## src/rtl/avr_uart_loader_if.sv

```systemverilog
// Purpose: bundles the loader's UART receive, UART transmit and program-memory buses.
// Latency: none; this file only declares wires.
// Backpressure: tx_ready is the only back-pressure signal. The receive stream has none.
// Ports (master = loader side):
//   rx_data/rx_valid   byte stream from the UART receiver
//   tx_data/tx_strobe  reply byte to the UART transmitter, gated by tx_ready
//   pm_we/pm_a/pm_d    program-memory word write port
interface avr_uart_loader_if #(
  parameter int PM_AW = 16
);
  logic [7:0]       rx_data;
  logic             rx_valid;
  logic [7:0]       tx_data;
  logic             tx_strobe;
  logic             tx_ready;
  logic             pm_we;
  logic [PM_AW-1:0] pm_a;
  logic [15:0]      pm_d;

  modport master (
    input  rx_data, rx_valid, tx_ready,
    output tx_data, tx_strobe, pm_we, pm_a, pm_d
  );

  modport slave (
    output rx_data, rx_valid, tx_ready,
    input  tx_data, tx_strobe, pm_we, pm_a, pm_d
  );
endinterface

```

## src/rtl/avr_uart_loader.sv

```systemverilog
// Purpose: parses 'L' load frames from the UART byte stream and writes words to program memory.
//          It replies ACK or NAK to each frame. 'G' releases the AVR core from reset.
// Latency: a word write issues 1 cycle after its high byte arrives. The reply issues
//          1 cycle after the checksum byte, or once tx_ready allows it.
// Backpressure: the machine waits in REPLY while tx_ready=0. Bytes received there are dropped.
// Ports:
//   clk, rst      single clock; synchronous active-high reset
//   bus           avr_uart_loader_if.master (rx stream, tx reply, program-memory write)
//   core_rst      holds the AVR core in reset while 1
//   busy          1 whenever the parser is not in IDLE
module avr_uart_loader #(
  parameter logic [23:0] TIMEOUT = 24'd1000000,
  parameter int          PM_AW   = 16
) (
  input  logic              clk,
  input  logic              rst,
  avr_uart_loader_if.master bus,
  output logic              core_rst,
  output logic              busy
);

  localparam logic [7:0] CMD_LOAD = 8'h4C;
  localparam logic [7:0] CMD_GO   = 8'h47;
  localparam logic [7:0] ACK      = 8'h06;
  localparam logic [7:0] NAK      = 8'h15;

  typedef enum logic [2:0] {
    S_IDLE, S_ADDR_L, S_ADDR_H, S_LEN, S_DATA_L, S_DATA_H, S_CSUM, S_REPLY
  } state_t;

  state_t           state_q, state_d;
  logic             core_rst_q, core_rst_d;
  logic [7:0]       sum_q, sum_d;
  logic [7:0]       addr_lo_q, addr_lo_d;
  logic [7:0]       data_lo_q, data_lo_d;
  logic [8:0]       wcnt_q, wcnt_d;
  logic [23:0]      tcnt_q, tcnt_d;
  logic [PM_AW-1:0] pm_a_q, pm_a_d;
  logic [15:0]      pm_d_q, pm_d_d;
  logic             pm_we_q, pm_we_d;
  logic [7:0]       tx_data_q, tx_data_d;
  logic             tx_strobe;

  logic [7:0]  sum_plus;
  logic [8:0]  wcnt_dec;
  logic [23:0] tcnt_inc;
  logic        framing;
  logic        timeout_hit;

  assign sum_plus = sum_q + bus.rx_data;
  assign wcnt_dec = wcnt_q - 9'd1;
  assign tcnt_inc = tcnt_q + 24'd1;
  // The inter-byte timer runs only while a frame is open. It is not armed in IDLE or in REPLY.
  assign framing     = (state_q != S_IDLE) && (state_q != S_REPLY);
  assign timeout_hit = framing && !bus.rx_valid && (tcnt_inc == TIMEOUT);

  // State register
  always_ff @(posedge clk) begin
    if (rst) state_q <= S_IDLE;
    else     state_q <= state_d;
  end

  // Next-state logic
  always_comb begin
    state_d = state_q;
    case (state_q)
      S_IDLE:   if (bus.rx_valid && bus.rx_data == CMD_LOAD) state_d = S_ADDR_L;
      S_ADDR_L: if (bus.rx_valid) state_d = S_ADDR_H;
      S_ADDR_H: if (bus.rx_valid) state_d = S_LEN;
      S_LEN:    if (bus.rx_valid) state_d = S_DATA_L;
      S_DATA_L: if (bus.rx_valid) state_d = S_DATA_H;
      S_DATA_H: if (bus.rx_valid) state_d = (wcnt_dec == 9'd0) ? S_CSUM : S_DATA_L;
      S_CSUM:   if (bus.rx_valid) state_d = S_REPLY;
      S_REPLY:  if (bus.tx_ready) state_d = S_IDLE;
      default:  state_d = S_IDLE;
    endcase
    if (timeout_hit) state_d = S_REPLY;
  end

  // Output and datapath logic
  always_comb begin
    core_rst_d = core_rst_q;
    sum_d      = sum_q;
    addr_lo_d  = addr_lo_q;
    data_lo_d  = data_lo_q;
    wcnt_d     = wcnt_q;
    pm_a_d     = pm_a_q;
    pm_d_d     = pm_d_q;
    pm_we_d    = 1'b0;
    tx_data_d  = tx_data_q;
    tx_strobe  = 1'b0;
    tcnt_d     = 24'd0;

    // The address advances on the edge that ends the write pulse, so pm_a is stable during pm_we.
    if (pm_we_q) pm_a_d = pm_a_q + PM_AW'(1);

    if (framing) tcnt_d = bus.rx_valid ? 24'd0 : tcnt_inc;
    if (timeout_hit) tx_data_d = NAK;

    case (state_q)
      S_IDLE: begin
        if (bus.rx_valid && bus.rx_data == CMD_LOAD) begin
          core_rst_d = 1'b1;
          sum_d      = 8'd0;
        end else if (bus.rx_valid && bus.rx_data == CMD_GO) begin
          core_rst_d = 1'b0;
        end
      end
      S_ADDR_L: if (bus.rx_valid) begin
        addr_lo_d = bus.rx_data;
        sum_d     = sum_plus;
      end
      S_ADDR_H: if (bus.rx_valid) begin
        pm_a_d = PM_AW'({bus.rx_data, addr_lo_q});
        sum_d  = sum_plus;
      end
      S_LEN: if (bus.rx_valid) begin
        // LEN=0 encodes a full 256-word frame.
        wcnt_d = (bus.rx_data == 8'd0) ? 9'd256 : {1'b0, bus.rx_data};
        sum_d  = sum_plus;
      end
      S_DATA_L: if (bus.rx_valid) begin
        data_lo_d = bus.rx_data;
        sum_d     = sum_plus;
      end
      S_DATA_H: if (bus.rx_valid) begin
        pm_d_d  = {bus.rx_data, data_lo_q};
        pm_we_d = 1'b1;
        wcnt_d  = wcnt_dec;
        sum_d   = sum_plus;
      end
      S_CSUM: if (bus.rx_valid) begin
        tx_data_d = (sum_plus == 8'd0) ? ACK : NAK;
      end
      S_REPLY: tx_strobe = bus.tx_ready;
      default: ;
    endcase
  end

  always_ff @(posedge clk) begin
    if (rst) begin
      core_rst_q <= 1'b0;
      sum_q      <= 8'd0;
      addr_lo_q  <= 8'd0;
      data_lo_q  <= 8'd0;
      wcnt_q     <= 9'd0;
      tcnt_q     <= 24'd0;
      pm_a_q     <= '0;
      pm_d_q     <= 16'd0;
      pm_we_q    <= 1'b0;
      tx_data_q  <= 8'd0;
    end else begin
      core_rst_q <= core_rst_d;
      sum_q      <= sum_d;
      addr_lo_q  <= addr_lo_d;
      data_lo_q  <= data_lo_d;
      wcnt_q     <= wcnt_d;
      tcnt_q     <= tcnt_d;
      pm_a_q     <= pm_a_d;
      pm_d_q     <= pm_d_d;
      pm_we_q    <= pm_we_d;
      tx_data_q  <= tx_data_d;
    end
  end

  assign bus.tx_data   = tx_data_q;
  assign bus.tx_strobe = tx_strobe;
  assign bus.pm_we     = pm_we_q;
  assign bus.pm_a      = pm_a_q;
  assign bus.pm_d      = pm_d_q;
  assign core_rst      = core_rst_q;
  assign busy          = (state_q != S_IDLE);

endmodule

```

## src/flat_wrapper.sv

```systemverilog
// flat-port wrapper written by rule: the top's interface ports become plain ports
module avr_uart_loader_flat 
#(
  parameter logic [23:0] TIMEOUT = 24'd1000000,
  parameter int          PM_AW   = 16
)
  (clk, rst, core_rst, busy, bus_rx_data, bus_rx_valid, bus_tx_ready, bus_tx_data, bus_tx_strobe, bus_pm_we, bus_pm_a, bus_pm_d);
  avr_uart_loader_if #(.PM_AW(PM_AW)) bus_i ();
  input  logic clk;
  input  logic rst;
  output logic core_rst;
  output logic busy;
  input wire logic [$bits(bus_i.rx_data)-1:0] bus_rx_data;
  input wire logic [$bits(bus_i.rx_valid)-1:0] bus_rx_valid;
  input wire logic [$bits(bus_i.tx_ready)-1:0] bus_tx_ready;
  output wire logic [$bits(bus_i.tx_data)-1:0] bus_tx_data;
  output wire logic [$bits(bus_i.tx_strobe)-1:0] bus_tx_strobe;
  output wire logic [$bits(bus_i.pm_we)-1:0] bus_pm_we;
  output wire logic [$bits(bus_i.pm_a)-1:0] bus_pm_a;
  output wire logic [$bits(bus_i.pm_d)-1:0] bus_pm_d;
  assign bus_i.rx_data = bus_rx_data;
  assign bus_i.rx_valid = bus_rx_valid;
  assign bus_i.tx_ready = bus_tx_ready;
  assign bus_tx_data = bus_i.tx_data;
  assign bus_tx_strobe = bus_i.tx_strobe;
  assign bus_pm_we = bus_i.pm_we;
  assign bus_pm_a = bus_i.pm_a;
  assign bus_pm_d = bus_i.pm_d;
  avr_uart_loader #(.TIMEOUT(TIMEOUT), .PM_AW(PM_AW)) u_core (.clk(clk), .rst(rst), .bus(bus_i), .core_rst(core_rst), .busy(busy));
endmodule
```

## config.mk

```make
export PLATFORM = sky130hd
export DESIGN_NAME = avr_uart_loader_flat
export DESIGN_NICKNAME = d
export VERILOG_FILES = /design/src/rtl/avr_uart_loader_if.sv /design/src/rtl/avr_uart_loader.sv /design/src/flat_wrapper.sv
export SDC_FILE = /design/constraint.sdc
export NUM_CORES = 1
export LEC_CHECK = 0
export ABC_AREA = 1
export CELL_PAD_IN_SITES_DETAIL_PLACEMENT = 1
export CELL_PAD_IN_SITES_GLOBAL_PLACEMENT = 1
export CORE_MARGIN = 2
export CORE_UTILIZATION = 30
export DETAILED_ROUTE_END_ITERATION = 12
export GPL_TIMING_DRIVEN = 0
export PLACE_DENSITY = 0.67
export SLEW_MARGIN = 20
export SYNTH_ARGS = -nofsm -noshare
export SYNTH_HDL_FRONTEND = slang
export SYNTH_SLANG_ARGS = --single-unit
```

## constraint.sdc

```tcl
create_clock -name clk -period 2.35 [get_ports clk]
set_input_delay 0.3525 -clock clk [delete_from_list [all_inputs] [get_ports clk]]
set_output_delay 0.3525 -clock clk [all_outputs]
set_load 0.03 [all_outputs]
```

# Word-level counts from Yosys, hierarchy flattened
# Cells that the tools add are included.
[op_classes]
shifts = 0
n_mul = 0
div = 0
magnitude_cmp = 0
mux = 29
n_addsub = 4
bitwise_logic = 2
eq_ne = 23
reduce_logical = 24
[op_table]
columns = ["op", "n"]
rows = [
  ["$mux 16", 3],
  ["$mux 8", 5],
  ["$mux 3", 9],
  ["$mux 9", 3],
  ["$add 24x1->24 const B", 1],
  ["$eq 24x20->1 const B", 1],
  ["$pmux 3 s8", 1],
  ["$ne 3x2->1 const B", 7],
  ["$pmux 9 s2", 1],
  ["$add 16x1->16 const B", 1],
  ["$eq 8x7->1 const B", 2],
  ["$logic_not 8->1", 2],
  ["$pmux 8 s2", 1],
  ["$eq 3x3->1 const B", 4],
  ["$logic_not 9->1", 1],
  ["$sub 9x1->9 const B", 1],
  ["$add 8x8->8", 1],
  ["$reduce_and 2->1", 4],
  ["$reduce_and 8->1", 1],
  ["$eq 3x2->1 const B", 2],
  ["$reduce_and 3->1", 2],
  ["$reduce_bool 2->1", 3],
  ["$logic_and 1x1->1", 5],
  ["$mux 5", 1],
  ["14 further kinds", 20],
]
[word_totals]
regBits = 102
ramBits = 0
mem_count = 0
rom_bits = 0
output_inout_bits = 44
latch_bits = 0

# Longest topological paths before layout
# Gate-level depths: netlist of the first run.
[logic_depth]
depth_word = 7
depth_mapped = 14
ltp_nobuf = 14

# Worst setup path before layout of the first run
# Ideal clock, no wire load.
[synth_timing]
path_kind = "input to output"
start = "input bus_rx_data[4]"
end = "output bus_tx_strobe"
slack_ns = 0.348
required_ns = 1.997
stages = 6
arrival_time_ns = 1.650
cell_sequence = "or2_1 -> nor3_1 -> nand2_1 -> a21boi_2 -> nand3_1 -> nor2_1"
[synth_lines]
columns = ["element", "line_no", "text"]
rows = [
  ["from (decl)", "flat_wrapper.sv:13", "input wire logic [$bits(bus_i.rx_data)-1:0] bus_rx_data;"],
  ["to (decl)", "flat_wrapper.sv:17", "output wire logic [$bits(bus_i.tx_strobe)-1:0] bus_tx_strobe;"],
]

==> run metrics, run 1 <==
Worst setup SP type input pin; initial DRC count 177; worst hold margin 0.447 ns; starting density of the core 30.4%; Sequential Area 0.00204 mm^2; die width 136 um; # IOs 56; Placer Congestion 0.783; synth top area cells dfxtp_1, nand2_1, nor2_1, inv_1, o21ai_0; clock root cell clkbuf_16; remaining global-route overflow 0; residual DRC count 0; FILL cells 2,199; Synth Register Bits 102; ys flop type dfxtp_1; CP Class input pin to output pin; Num CTS Buffers 9; count leader, synth nand2_1; worst endpoint required time 2.00 ns; crit path time final 2.27 ns; cts hold-fix bufs 0; CP startpoint bus_rx_data[0]; Net Count, Synth 767; CTS tree done; Syn Area/Cell 7.00 um^2; Final period util 96.7%; area of the multi-input gates 0.00279 mm^2; hpwl dp 11.8 mm; Final ANT Viol Nets 0; largest net degree at the start of global routing 17; Leak 2.69 nW; final wirelength 15.7 mm; PD cells 610 mW/mm^2; Fin. Hold Viols 0; Final Util 37.3%; maxcap violations 0; Clock Latency Late Sink 0.36 ns; fmax 440 MHz; post-synthesis async set-or-reset flop share 0%; Core Region 0.0171 mm^2; arrival time worst endpoint 1.92 ns; worst-path fanout max 8; VDD IR max 0.000379 V; Area Overhead vs Synth 22.9%; Nets 835; IO Port Bufs 54; antenna violations before repair 0; cell taking the most area after synthesis dfxtp_1; routed len/inst 15.1 um; H-tree levels 3; Worst R2R Start u_core.tcnt_q[0]; Setup crit end kind output pin; Initial DRT Pass Iterations 4; share of layout cells above drive strength 1 9.31%; Syn Inst Count 743; routed vias 4,927; type of the tightest min-delay check flip-flop to flip-flop; first-pass GRT wire length 25.7 mm; CTS clk-pin slew, worst paths 0.07 ns; status finished clean; register area share after synthesis 39.3%; Post-synth EDFFs 0; skew final 0.00761 ns; synth cell count leaders nand2_1, nor2_1, dfxtp_1; synth unique cells 42; site row count 48; vias in the first global route 4,811; Worst slew margin 54.3%; Via density 4.73; Total GRT Usage 18.0%; Post-Synthesis Cell Area 0.00520 mm^2; # setup viols final 0; Die H 136 um; clock buffer depth 2; Ys Warns 0; share of the synthesized area in the top cell type 39.3%; Hold Crit Start u_core.bus.tx_data[3]; Worst-Margin Slew 0.685 ns; Die ar. 0.0184 mm^2; ANT cells 0; Sink Count 102; max-slew violations 0; overall power 3.90 mW
path summary, 6_finish.rpt:
kind,endpoint,slack (ns),cells after the start
min reg2reg,u_core.bus.tx_data[3],0.45,2
min,u_core.bus.tx_data[3],0.45,2
max,bus_tx_strobe,0.08,8
max reg2reg,u_core.bus.tx_data[3],0.24,12
cell usage in the layout, fill, tap and decap left out, types with 4 or more instances in the layout:
cell             count
a21oi_1             44
a221oi_1             4
buf_4                4
clkbuf_1            18
clkbuf_16            9
clkdlybuf4s15_2      5
clkdlybuf4s50_1     44
dfxtp_1            101
ha_1                10
inv_1               85
inv_2                5
nand2_1            141
nand2_2              5
nand3_1             36
nand3_2              4
nand3b_1             4
nand4_1             11
nor2_1             122
nor2_2              10
nor2_4               8
nor3_1               8
o21ai_0             51
o21ai_1              4
o21bai_1             8
o221ai_1             4
or2_2                6
xnor2_1              9
xor2_1              17
through the flow:
step / std cells / setup TNS, ns / worst slack (ns) / cell area (um^2)
floorplan: 743 / 0 / 0.348 / 5200
detailed placement: 1022 / -5.30 / -1.16 / 6020
finish: 1041 / 0 / 0.0774 / 6390
global route: 1041 / -0.0202 / -0.0202 / 6390
CTS: 1039 / 0 / 0.00638 / 6350
global placement: 1022 / -5.13 / -1.17 / 6020
critical path, stage by stage:
cell and delay, ns:
clkdlybuf4s15_2 0.30, or2_2 0.36, nor3_2 0.15, nand2_1 0.11, a21boi_4 0.19, nand3_2 0.13
nor2_4 0.15, buf_4 0.17
final cells by class:
class / instances / area share (%)
buffer: 20 / 1.25
clock buffer: 11 / 3.80
sequential: 102 / 32.0
clock inverter: 5 / 0.920
tap: 225 / 4.41
timing repair buffer: 57 / 8.75
multi-input combinational: 531 / 43.6
inverter: 90 / 5.29
flip-flops by register name, indices dropped and copies added (netlist names):
signal,cells
u_core.state_q,3
u_core.core_rst,1
u_core.data_lo_q,8
u_core.addr_lo_q,8
u_core.bus.tx_data,8
u_core.bus.pm_we,1
u_core.wcnt_q,9
u_core.tcnt_q,24
u_core.sum_q,8
u_core.bus.pm_a,16
u_core.bus.pm_d,16
where the power goes:
group	total, mW	switching, mW	internal, mW
Combinational	0.517	0.332	0.185
Clock	1.56	0.700	0.857
Sequential	1.83	0.0400	1.79
what timing repair did:
item	4_1_cts	5_1_grt
endpoints found under the hold margin	0	0
gates resized for setup	34	8
setup endpoints to repair	5	9
buffers inserted	1	2
pin swaps	2	2
kinds of logic after synthesis:
| group | Yosys count | share of synthesized area, % |
|---|---|---|
| xor gates and xnor gates | 26 | 4.38 |
| adders and majority gates | 12 | 3.03 |
| DFF | 102 | 39.3 |
| AOI/OAI and AO/OA | 127 | 13.9 |
| buffers and inverters | 110 | 7.99 |
| muxes | 1 | 0.217 |
| and+or+nand+nor | 365 | 31.2 |
metal layers:
metal / GRT usage [%] / share of wire, %
met5: 0 / 0
met4: 4.28 / 1.2
met3: 3.67 / 2.4
met2: 31.0 / 49
met1: 23.0 / 47
(Power assumes the default switching activity.)
==> run 2: changes to the inputs <==
--- a/config.mk
+++ b/config.mk
@@ -5,14 +5,14 @@
 export SDC_FILE = /design/constraint.sdc
 export NUM_CORES = 1
 export LEC_CHECK = 0
-export ABC_AREA = 1
 export CELL_PAD_IN_SITES_DETAIL_PLACEMENT = 1
 export CELL_PAD_IN_SITES_GLOBAL_PLACEMENT = 1
 export CORE_MARGIN = 2
 export CORE_UTILIZATION = 30
 export DETAILED_ROUTE_END_ITERATION = 12
+export GPL_ROUTABILITY_DRIVEN = 0
 export GPL_TIMING_DRIVEN = 0
-export PLACE_DENSITY = 0.67
+export PLACE_DENSITY = 0.65
 export SLEW_MARGIN = 20
 export SYNTH_ARGS = -nofsm -noshare
 export SYNTH_HDL_FRONTEND = slang
==> constraint.sdc (replaced) <==
create_clock -name clk -period 2.35 [get_ports clk]
set_input_delay 0.47 -clock clk [delete_from_list [all_inputs] [get_ports clk]]
set_output_delay 0.47 -clock clk [all_outputs]
set_load 0.03 [all_outputs]
==> run 2 against run 1 <==
  * The run now ends with setup timing left
  * Critical path type is now flip-flop to flip-flop
  * Sequential cell count is the same
  * Non-clock buffer count grew 22
  * Clock power shrank 6%
  * First-iteration DRC count shrank 5.6%
  * Register-to-register slack lost 0.35 ns
  * Count of clock-buffer cells in the layout shrank 2
  * Final cell count shrank 12%
  * Maximum frequency shrank 7.5%
==> run metrics, run 2 <==
status finished, violations left; failing checks setup timing; cell taking the most area after synthesis dfxtp_1; Clock Latency Late Sink 0.36 ns; placed insts 896; share of layout cells above drive strength 1 12.0%; Total GRT Usage 17.2%; maxcap violations 0; Switching Fraction 24.9%; CTS tree done; H-tree levels 3; critical path depth 7; largest net degree at the start of global routing 19; Worst Path Buf+Inv 1; overall power 3.34 mW; leading cell type in the layout, fill and taps excluded nor2_1; # IOs 56; Worst setup SP type flip-flop; PD cells 516 mW/mm^2; Final ANT Viol Nets 0; # setup viols final 6; routed vias 4,733; Non-Filler Instances 918; Area Overhead vs Synth 27.7%; routed len/inst 16.3 um; Synth Register Bits 102; Via density 5.16; Num CTS Buffers 9; CP Class flip-flop to flip-flop; Nets 718; top routing layer in use met4; RSZ-0062 raised after global routing true; Worst slew margin 50.8%; die width 134 um; Slowest Stage Delay on Critical Path 0.58 ns; site row count 47; first-pass GRT wire length 24.8 mm; Met1 Wirelength 7.34 mm; Setup crit end u_core.bus.tx_data[1]; initial DRC count 167; worst-path fanout max 5; Worst-Margin Slew 0.738 ns; arrival time worst endpoint 2.71 ns; Die H 134 um; Fin. Hold Viols 0; synth top area cells dfxtp_1, nor2_1, nand2_1, a21oi_1, xor2_1; Psw 0.832 mW; antenna violations before repair 0; crit path time final 2.46 ns; Final WS setup -0.107 ns; worst endpoint required time 2.61 ns; max reg flops 24; synth cell count leaders dfxtp_1, nor2_1, nand2_1; Post-synth EDFFs 0; met3 WL post-DR 441 um; Setup crit end kind flip-flop; final wirelength 14.9 mm; Largest Register u_core.tcnt_q; CTS clk-pin slew, worst paths 0.08 ns; Core Region 0.0165 mm^2; fmax 407 MHz; critical path's top delay family simple AND/OR/NAND/NOR gates; skew final 0.0109 ns; vias in the first global route 4,814; r2r endpoint u_core.bus.tx_data[1]; Post-Synthesis Cell Area 0.00506 mm^2; synth unique cells 60; Die ar. 0.0179 mm^2; Net Count, Synth 645; Worst R2R Start u_core.tcnt_q[0]; hpwl dp 10.6 mm; Final period util 105%; CP startpoint u_core.tcnt_q[0]; pre-CTS setup slack -1.13 ns; VDD IR max 0.000327 V; share of the synthesized area in the top cell type 40.3%; residual DRC count 0; Ys Warns 0; P_int 2.50 mW; cts hold-fix bufs 0; IO Port Bufs 55; type of the tightest min-delay check flip-flop to flip-flop; Syn Area/Cell 8.15 um^2; register area share after synthesis 40.3%; Comb pwr share 4.4%; Clock power frac 43.9%; remaining global-route overflow 0; starting density of the core 30.6%; Sink Count 102; ANT cells 0; Initial DRT Pass Iterations 4; post-synthesis async set-or-reset flop share 0%; clock root cell clkbuf_16; clock buffer depth 2; FF-to-FF path depth 7; WL met2 6.90 mm; crit-path cells ha_4, or4b_4, a311oi_2, o221ai_1, or4_4, buf_6, a32o_1; Leak 2.16 nW; count leader, synth dfxtp_1; sequential group share of total power 51.7%; r2r setup slk -0.11 ns; most frequent cells in the layout nor2_1, dfxtp_1, nand2_1; ys flop type dfxtp_1; Syn Inst Count 621; crit path max-delay cell type or4_4; max-slew violations 0
-- run 2: cell count changes in the layout (fill, tap and decap cells not counted), sizes merged, moves of 11 or more --
cell,before,now
inv,90,19
nand2,147,76
nor2,140,99
o21ai,55,18
nand3,41,14
mux2i,0,17
a211oi,2,18
and3,1,14
buf,7,18
-- run 2: power groups by stage --
stage / logic, mW / clock network (mW) / registers (mW)
after floorplan: 0.0669 / 0 / 1.77
final: 0.145 / 1.47 / 1.73
after detailed placement: 0.139 / 0 / 1.77
after global placement: 0.136 / 0 / 1.77
after CTS: 0.143 / 1.50 / 1.73
after global routing: 0.159 / 1.58 / 1.73
-- run 2: per-stage QoR --
stage / hold slack (ns) / TNS [ns] / util (%) / instance area, um^2
2_1_floorplan: 0.431 / -0.207 / - / 5100
3_5_place_dp: 0.446 / -21.54 / 35.8 / 5920
4_1_cts: 0.457 / -0.387 / 38.7 / 6400
5_1_grt: 0.473 / -1.13 / 39.1 / 6460
3_3_place_gp: 0.442 / -18.63 / 35.8 / 5920
6_report: 0.456 / -0.398 / 39.1 / 6460
-- run 2: worst min path at each step --
stage | slack, ns | endpoint | start | cells past startpoint
CTS | 0.46 | u_core.bus.pm_d[11] | u_core.bus.pm_d[11] | 2
finish | 0.46 | u_core.bus.pm_d[11] | u_core.bus.pm_d[11] | 2
global route | 0.47 | u_core.bus.pm_d[6] | u_core.data_lo_q[6] | 2
detailed placement | 0.45 | u_core.bus.pm_d[11] | u_core.bus.pm_d[11] | 2
floorplan | 0.43 | u_core.bus.pm_d[0] | u_core.data_lo_q[0] | 2
global placement | 0.44 | u_core.bus.pm_d[13] | u_core.bus.pm_d[13] | 2
-- run 2: timing repair --
action | in CTS | in global routing
pin swaps | 12 | 1
buffers inserted | 8 | 0
setup endpoints to repair | 40 | 32
endpoints found under the hold margin | 0 | 0
resized for setup | 57 | 17
cloned | 1 | 0
-- run 2: final cells by class --
| type | instances | area [um^2] |
|---|---|---|
| multi-input cells | 466 | 3010 |
| inverters | 16 | 60.1 |
| plain buffers | 35 | 175 |
| clock buffers | 9 | 225 |
| well taps | 220 | 275 |
| flip-flops and latches | 102 | 2060 |
| fillers | 1947 | 10100 |
| clock inverters | 6 | 55.1 |
| repair buffers | 64 | 611 |
-- run 2: tightest hold or removal path: stages, from the launching register on --
cell     delay (ns)
dfxtp_1        0.31
nand2_1        0.05
a21oi_1        0.05
-- run 2: logic make-up after synthesis --
group	Yosys count	synth area share (%)
buffers and inverters	53	4.33
AOI/OAI and AO/OA	121	15.7
adders and majority gates	12	3.11
xor gates and xnor gates	39	6.75
muxes	17	3.36
and+or+nand+nor	277	26.4
DFF	102	40.3
-- run 2: metal layers --
| layer | global-route usage (%) | vias to the layer above |
|---|---|---|
| met5 | 0 | - |
| met4 | 5.38 | 0 |
| met3 | 3.40 | 21 |
| met2 | 27.7 | 77 |
| met1 | 23.1 | 2303 |
| li1 | - | 2332 |
